===== config.mk =====
export PLATFORM = sky130hd
export DESIGN_NAME = ram_port_arbiter_flat
export DESIGN_NICKNAME = d
export VERILOG_FILES = /design/src/rtl/ram_arb_pkg.sv /design/src/rtl/ram_port_arbiter_if.sv /design/src/rtl/rd_valid_pipe.sv /design/src/rtl/ram_port_arbiter.sv /design/src/flat_wrapper.sv
export SDC_FILE = /design/constraint.sdc
export NUM_CORES = 1
export LEC_CHECK = 0
export ABC_AREA = 1
export BUFFER_PORTS_ARGS = -buffer_cell sky130_fd_sc_hd__buf_2
export CORE_MARGIN = 1.5
export CORE_UTILIZATION = 41
export CTS_BUF_LIST = sky130_fd_sc_hd__clkbuf_4
export DETAILED_ROUTE_END_ITERATION = 6
export HOLD_SLACK_MARGIN = 0.15
export PLACE_DENSITY = 0.88
export REMOVE_ABC_BUFFERS = 1
export SYNTH_ARGS = -nofsm -noshare
export SYNTH_HDL_FRONTEND = slang
export SYNTH_HIERARCHICAL = 1
export SYNTH_SLANG_ARGS = --single-unit

===== constraint.sdc =====
create_clock -name clk -period 1.6 [get_ports clk]
set_clock_uncertainty 0.1 [all_clocks]
set_input_delay 0.4 -clock clk [delete_from_list [all_inputs] [get_ports clk]]
set_output_delay 0.4 -clock clk [all_outputs]
set_load 0.02 [all_outputs]

===== src/rtl/ram_arb_pkg.sv =====
// Shared definitions for the microram port arbiter and the wrappers around it.
//   - arbiter state encoding (IDLE / OWN0 / OWN1)
//   - owner output encoding (none / port 0 / port 1)
//   - default RAM geometry (512 x 8)
package ram_arb_pkg;

  localparam int AW_DEF = 9;
  localparam int DW_DEF = 8;

  typedef enum logic [1:0] {
    IDLE = 2'd0,
    OWN0 = 2'd1,
    OWN1 = 2'd2
  } state_t;

  localparam logic [1:0] OWNER_NONE = 2'b00;
  localparam logic [1:0] OWNER_P0   = 2'b01;
  localparam logic [1:0] OWNER_P1   = 2'b10;

  function automatic logic [1:0] owner_of(state_t s);
    case (s)
      OWN0:    owner_of = OWNER_P0;
      OWN1:    owner_of = OWNER_P1;
      default: owner_of = OWNER_NONE;
    endcase
  endfunction

endpackage


===== src/rtl/ram_port_arbiter_if.sv =====
// One requester port of the microram arbiter.
//   master : the requester (drives req/we/addr/wdata, sees gnt/rvalid/rdata)
//   slave  : the arbiter side
// req is held with we/addr/wdata stable until gnt is seen high.
interface ram_port_arbiter_if
  import ram_arb_pkg::*;
#(
  parameter int AW = AW_DEF,
  parameter int DW = DW_DEF
);
  logic          req;
  logic          we;
  logic [AW-1:0] addr;
  logic [DW-1:0] wdata;
  logic          gnt;
  logic          rvalid;
  logic [DW-1:0] rdata;

  modport master (output req, we, addr, wdata, input gnt, rvalid, rdata);
  modport slave  (input req, we, addr, wdata, output gnt, rvalid, rdata);
endinterface


===== src/rtl/rd_valid_pipe.sv =====
// Read-valid delay line: a 1-bit shift register LAT stages deep.
//   clk, reset : clock and synchronous active-high clear
//   vld_in     : read grant issued this cycle
//   vld_out    : read data valid, LAT cycles later
// The output is gated by reset so a read already in flight when reset
// rises never reports valid.
module rd_valid_pipe #(
  parameter int LAT = 1
) (
  input  logic clk,
  input  logic reset,
  input  logic vld_in,
  output logic vld_out
);
  logic [LAT-1:0] vld_pipe;

  always_ff @(posedge clk) begin
    if (reset) vld_pipe <= '0;
    else       vld_pipe <= LAT'({vld_pipe, vld_in});
  end

  assign vld_out = vld_pipe[LAT-1] & ~reset;
endmodule


===== src/rtl/ram_port_arbiter.sv =====
// Two-port arbiter in front of the single-port 512x8 microram.
//   clk, reset        : clock, synchronous active-high reset
//   p0, p1            : requester ports (p0 = CPU memory phase, p1 = loader/debug)
//   ram_addr/din/we   : microram address, write data and write enable
//   ram_dout          : microram read data (synchronous, RD_LAT cycles)
//   owner             : registered owner, 00 idle / 01 port 0 / 10 port 1
// Grants are combinational from state and req so an allowed request is
// served in the cycle it is raised. Ownership is round-robin with at most
// MAX_BURST consecutive grants while the other port is waiting.
module ram_port_arbiter
  import ram_arb_pkg::*;
#(
  parameter int AW        = AW_DEF,
  parameter int DW        = DW_DEF,
  parameter int MAX_BURST = 4,
  parameter int RD_LAT    = 1
) (
  input  logic                clk,
  input  logic                reset,
  ram_port_arbiter_if.slave   p0,
  ram_port_arbiter_if.slave   p1,
  output logic [AW-1:0]       ram_addr,
  output logic [DW-1:0]       ram_din,
  output logic                ram_we,
  input  logic [DW-1:0]       ram_dout,
  output logic [1:0]          owner
);
  localparam int             BW   = $clog2(MAX_BURST + 1);
  localparam logic [BW-1:0]  MAXB = BW'(MAX_BURST);
  localparam logic [BW-1:0]  ONE  = BW'(1);

  state_t        state, state_nxt;
  logic [BW-1:0] burst_cnt, burst_nxt;
  logic          last_served, last_nxt;
  logic          g0, g1;
  logic [AW-1:0] addr_q;
  logic [DW-1:0] din_q;

  always_comb begin
    g0        = 1'b0;
    g1        = 1'b0;
    state_nxt = state;
    burst_nxt = burst_cnt;
    case (state)
      IDLE: begin
        // tie goes to the port that was not served last
        if (p0.req && (!p1.req || last_served)) begin
          g0 = 1'b1; state_nxt = OWN0; burst_nxt = ONE;
        end else if (p1.req) begin
          g1 = 1'b1; state_nxt = OWN1; burst_nxt = ONE;
        end
      end
      OWN0: begin
        if (p0.req && (burst_cnt < MAXB || !p1.req)) begin
          g0 = 1'b1;
          burst_nxt = (burst_cnt < MAXB) ? burst_cnt + ONE : burst_cnt;
        end else if (p1.req) begin
          // owner dropped or burst exhausted: hand over without a bubble
          g1 = 1'b1; state_nxt = OWN1; burst_nxt = ONE;
        end else begin
          state_nxt = IDLE; burst_nxt = '0;
        end
      end
      OWN1: begin
        if (p1.req && (burst_cnt < MAXB || !p0.req)) begin
          g1 = 1'b1;
          burst_nxt = (burst_cnt < MAXB) ? burst_cnt + ONE : burst_cnt;
        end else if (p0.req) begin
          g0 = 1'b1; state_nxt = OWN0; burst_nxt = ONE;
        end else begin
          state_nxt = IDLE; burst_nxt = '0;
        end
      end
      default: begin
        state_nxt = IDLE; burst_nxt = '0;
      end
    endcase
    if (reset) begin
      g0 = 1'b0;
      g1 = 1'b0;
    end
  end

  assign last_nxt = g0 ? 1'b0 : (g1 ? 1'b1 : last_served);

  always_ff @(posedge clk) begin
    if (reset) begin
      state       <= IDLE;
      burst_cnt   <= '0;
      last_served <= 1'b1;
      addr_q      <= '0;
      din_q       <= '0;
    end else begin
      state       <= state_nxt;
      burst_cnt   <= burst_nxt;
      last_served <= last_nxt;
      if (g0 || g1) begin
        addr_q <= ram_addr;
        din_q  <= ram_din;
      end
    end
  end

  // RAM pins follow the granted port; with no grant they hold the last
  // issued address/data so the bus does not toggle needlessly.
  assign ram_addr = g0 ? p0.addr  : (g1 ? p1.addr  : addr_q);
  assign ram_din  = g0 ? p0.wdata : (g1 ? p1.wdata : din_q);
  assign ram_we   = (g0 & p0.we) | (g1 & p1.we);

  assign p0.gnt   = g0;
  assign p1.gnt   = g1;
  assign p0.rdata = ram_dout;
  assign p1.rdata = ram_dout;
  assign owner    = owner_of(state);

  rd_valid_pipe #(.LAT(RD_LAT)) u_rv0 (
    .clk(clk), .reset(reset), .vld_in(g0 & ~p0.we), .vld_out(p0.rvalid)
  );

  rd_valid_pipe #(.LAT(RD_LAT)) u_rv1 (
    .clk(clk), .reset(reset), .vld_in(g1 & ~p1.we), .vld_out(p1.rvalid)
  );
endmodule


===== src/flat_wrapper.sv =====
// flat-port wrapper written by rule: the top's interface ports become plain ports
module ram_port_arbiter_flat import ram_arb_pkg::*;
#(
  parameter int AW        = AW_DEF,
  parameter int DW        = DW_DEF,
  parameter int MAX_BURST = 4,
  parameter int RD_LAT    = 1
)
  (clk, reset, ram_addr, ram_din, ram_we, ram_dout, owner, p0_req, p0_we, p0_addr, p0_wdata, p0_gnt, p0_rvalid, p0_rdata, p1_req, p1_we, p1_addr, p1_wdata, p1_gnt, p1_rvalid, p1_rdata);
  ram_port_arbiter_if #(.AW(AW), .DW(DW)) p0_i ();
  ram_port_arbiter_if #(.AW(AW), .DW(DW)) p1_i ();
  input  logic clk;
  input  logic reset;
  output logic [AW-1:0] ram_addr;
  output logic [DW-1:0] ram_din;
  output logic ram_we;
  input  logic [DW-1:0] ram_dout;
  output logic [1:0] owner;
  input wire logic [$bits(p0_i.req)-1:0] p0_req;
  input wire logic [$bits(p0_i.we)-1:0] p0_we;
  input wire logic [$bits(p0_i.addr)-1:0] p0_addr;
  input wire logic [$bits(p0_i.wdata)-1:0] p0_wdata;
  output wire logic [$bits(p0_i.gnt)-1:0] p0_gnt;
  output wire logic [$bits(p0_i.rvalid)-1:0] p0_rvalid;
  output wire logic [$bits(p0_i.rdata)-1:0] p0_rdata;
  input wire logic [$bits(p1_i.req)-1:0] p1_req;
  input wire logic [$bits(p1_i.we)-1:0] p1_we;
  input wire logic [$bits(p1_i.addr)-1:0] p1_addr;
  input wire logic [$bits(p1_i.wdata)-1:0] p1_wdata;
  output wire logic [$bits(p1_i.gnt)-1:0] p1_gnt;
  output wire logic [$bits(p1_i.rvalid)-1:0] p1_rvalid;
  output wire logic [$bits(p1_i.rdata)-1:0] p1_rdata;
  assign p0_i.req = p0_req;
  assign p0_i.we = p0_we;
  assign p0_i.addr = p0_addr;
  assign p0_i.wdata = p0_wdata;
  assign p0_gnt = p0_i.gnt;
  assign p0_rvalid = p0_i.rvalid;
  assign p0_rdata = p0_i.rdata;
  assign p1_i.req = p1_req;
  assign p1_i.we = p1_we;
  assign p1_i.addr = p1_addr;
  assign p1_i.wdata = p1_wdata;
  assign p1_gnt = p1_i.gnt;
  assign p1_rvalid = p1_i.rvalid;
  assign p1_rdata = p1_i.rdata;
  ram_port_arbiter #(.AW(AW), .DW(DW), .MAX_BURST(MAX_BURST), .RD_LAT(RD_LAT)) u_core (.clk(clk), .reset(reset), .p0(p0_i), .p1(p1_i), .ram_addr(ram_addr), .ram_din(ram_din), .ram_we(ram_we), .ram_dout(ram_dout), .owner(owner));
endmodule

==> qor.json <==
{
  "outcome": {
    "run_status": "finished with violations",
    "failed_checks": "setup timing"
  },
  "grt": {
    "antenna_found_initial": 0,
    "overflow": 0,
    "pin_count_of_the_biggest_net_entering_global_routing": 36,
    "first_pass_grt_wire_length_microns": 7380,
    "first_global_vias": 1699,
    "grtUsageTotal": 0.226
  },
  "synthesis": {
    "synth-seq-cells": 25,
    "synth.distinct_cells": 23,
    "dominant_combinational_cell_family_by_area_after_synthesis": "simple AND/OR/NAND/NOR gates",
    "yosys.area_share.xor_xnor": 0.00579,
    "fraction_of_the_mapped_netlist_area_in_compound_gates": 0.0281,
    "synth-adder-area-share": 0.00826,
    "postSynthCellCount": 215,
    "synth-warning-count": 6,
    "yosys.area_share.simple": 0.422,
    "mux_cell_area_share_after_synthesis": 0,
    "syn_area_per_cell_sq_um": 7.04,
    "mappedNetlistArea_sq_um": 1510,
    "ys_seq_area_frac": 0.331
  },
  "die": {
    "design.core.area_sq_um": 3440,
    "floorplan.io_pins": 88,
    "chipHeight_microns": 63.8,
    "die_area_sq_um": 4070,
    "die_width_microns": 63.8,
    "rows": 21,
    "start_util": 0.440
  },
  "timing": {
    "tightestPinTransition_ns": 0.252,
    "relSlewSlack": 0.832,
    "fin_worst_hold_slack_ns": 0.239,
    "rsz_0062_raised_after_global_routing": "yes",
    "period_minus_slack_ns": 2.14,
    "max_freq_ghz": 0.467,
    "crit_path_setup_slack_layout_ns": -0.542,
    "count_of_final_setup_violators": 22,
    "timing.final.crit_share": 1.34,
    "fin_setup_tns_ns": -10.37,
    "final-hold-violation-count": 0,
    "report.final.slew_viol_count": 0
  },
  "placement": {
    "i_o_buffers": 63,
    "dpl.hpwl_microns": 2870,
    "dpl.cell_count": 321,
    "post_dp_cell_area_sq_um": 1910,
    "place_ws_ns": -0.398,
    "place_congestion": 0.786
  },
  "pwr": {
    "max-vdd-ir-drop_mv": 0.557,
    "power.static_leakage_nw": 1.32,
    "power_mw": 1.95,
    "power.density_cell_area_nw_per_um2": 827
  },
  "worst_hold_path": {
    "worstHoldPathType": "in -> reg"
  },
  "route": {
    "drtAntennaViolNets": 0,
    "postRouteWirelength_microns": 4490,
    "starting_drc_count_in_detailed_routing": 87,
    "routed_wire_length_per_instance_microns": 13.4,
    "drt-pass1-iter-count": 4,
    "vias": 1670,
    "drc": 0,
    "via_per_inst": 4.97
  },
  "setup_path": {
    "regToRegSetupSlack_ns": 0,
    "timing.critical_path.from": "u_core/state[0]",
    "regToRegEndpoint": "u_core/addr_q[0]",
    "critical_path.max_fanout": 5,
    "critical_path.reg2reg.startpoint": "u_core/state[0]",
    "critical_path.endpoint": "ram_din[2]",
    "r2r.worst_path.cells": 11,
    "worst-endpoint-arrival_ns": 1.64,
    "timing.critical_path.to_type": "output port",
    "critical_path_required_ns": 1.10,
    "crit_path_start_kind": "register",
    "worst-setup-path-type": "reg -> out"
  },
  "clocking": {
    "cts_tree": "built",
    "post_cts_hold_buffer_count": 0,
    "clk_latency_ns": 0.32,
    "htree_levels": 1,
    "cts.clk_slew.worst_paths_ns": 0.13,
    "clock_path_buffers": 2,
    "cts_inserted_buffers": 3,
    "clk_root_buffer_cell": "clkbuf_4",
    "numClockSinks": 25
  },
  "final_layout": {
    "final_area_sq_um": 2360,
    "synthToLayoutAreaGrowth_pct": 55.9,
    "number_of_nets_in_the_layout": 340,
    "final-instance-count-excl-fill": 336,
    "final_util": 0.686,
    "n_antenna_cell": 0,
    "fraction_of_layout_cells_with_a_size_suffix_above_1": 0.528
  },
  "run": {
    "max-cap-violations": 0
  }
}
## power by group
group / leakage, nW / switching [mW] / internal (mW) / total [mW]
Sequential: 0.207 / 0.0308 / 0.681 / 0.711
Clock: 0.0177 / 0.192 / 0.0935 / 0.285
Combinational: 1.10 / 0.497 / 0.459 / 0.956
Total: 1.32 / 0.720 / 1.23 / 1.95
## sequential cells by signal (all words and copies together) (netlist names)
name and flops:
u_core/u_rv1/vld_pipe 1, u_core/u_rv0/vld_pipe 1, u_core/burst_cnt 3, u_core/din_q 8, u_core/state 2, u_core/addr_q 9, u_core/last_served 1
## synthesized netlist by cell type (all sizes together)
master	n	area, sq um
nand3	61	390
dfxtp	25	500
xnor2	1	8.76
ha	1	12.5
buf	27	190
nor3	2	10.0
nor2	13	63.8
o211ai	1	7.51
inv	32	120
o21ai	2	13.8
nand2	46	175
a21oi	3	15.0
o22ai	1	6.26
## cell families (layout without fill, tap and decap cells)
group / Yosys count / after routing
AO/OA/AOI/OAI: 7 / 7
XOR/XNOR: 1 / 1
adder cells (fa/ha/maj): 1 / 1
buffers and inverters: 59 / 131
flip-flops: 25 / 25
AND/OR/NAND/NOR: 122 / 125
## cell usage in the layout, fill, tap and decap left out, types with 2 or more instances in the layout
cell / n
nand3_4: 8
inv_1: 27
inv_4: 2
nand3_1: 27
a21oi_1: 3
inv_2: 3
nand2_1: 43
nor3_1: 2
clkbuf_4: 3
nor2_4: 3
buf_2: 41
nor2_2: 2
buf_4: 29
buf_6: 21
dfxtp_4: 2
nand3_2: 29
nand2_2: 3
nor2_1: 8
buf_12: 3
dfxtp_1: 22
## final cells by class
type                       count  area, sq um
clock buffer                   3         22.5
fill                         291         1080
multi-input combinational    134          896
sequential                    25          509
clock inverter                 1         5.00
tap                           46         57.6
timing repair buffer          95          744
inverter                      32          125
## routing by layer
layer / up-vias / global-route usage / wire [microns]
met2: 75 / 0.414 / 2370
met3: 8 / 0.0651 / 299
met1: 766 / 0.249 / 1770
li1: 821 / - / -
met4: 0 / 0.0761 / 57
met5: - / 0 / 0
## timing repair
action                     4_1_cts  5_1_grt
setup endpoints to repair       23       25
resized for setup               76        6
buffers inserted                 5        3
pin swaps                        7        1
cloned                           3        1
## critical path: stages (launching register included)
cell	delay (ns)
dfxtp_4	0.42
inv_4	0.05
nor2_4	0.14
nand3_2	0.11
nand3_4	0.16
clkbuf_16	0.16
nand3_1	0.08
nand3_2	0.09
buf_6	0.12
## worst min path at each step
stage,from,endpoint,slack (ns),depth (start not counted)
floorplan,reset,u_core/u_rv0/vld_pipe,0.37,1
global placement,u_core/burst_cnt[1],u_core/burst_cnt[1],0.38,2
detailed placement,u_core/burst_cnt[1],u_core/burst_cnt[1],0.40,2
CTS,p0_we,u_core/u_rv0/vld_pipe,0.20,4
global route,p1_we,u_core/u_rv1/vld_pipe,0.23,4
finish,p1_we,u_core/u_rv1/vld_pipe,0.24,4
Power figures use the tool's default switching activity.
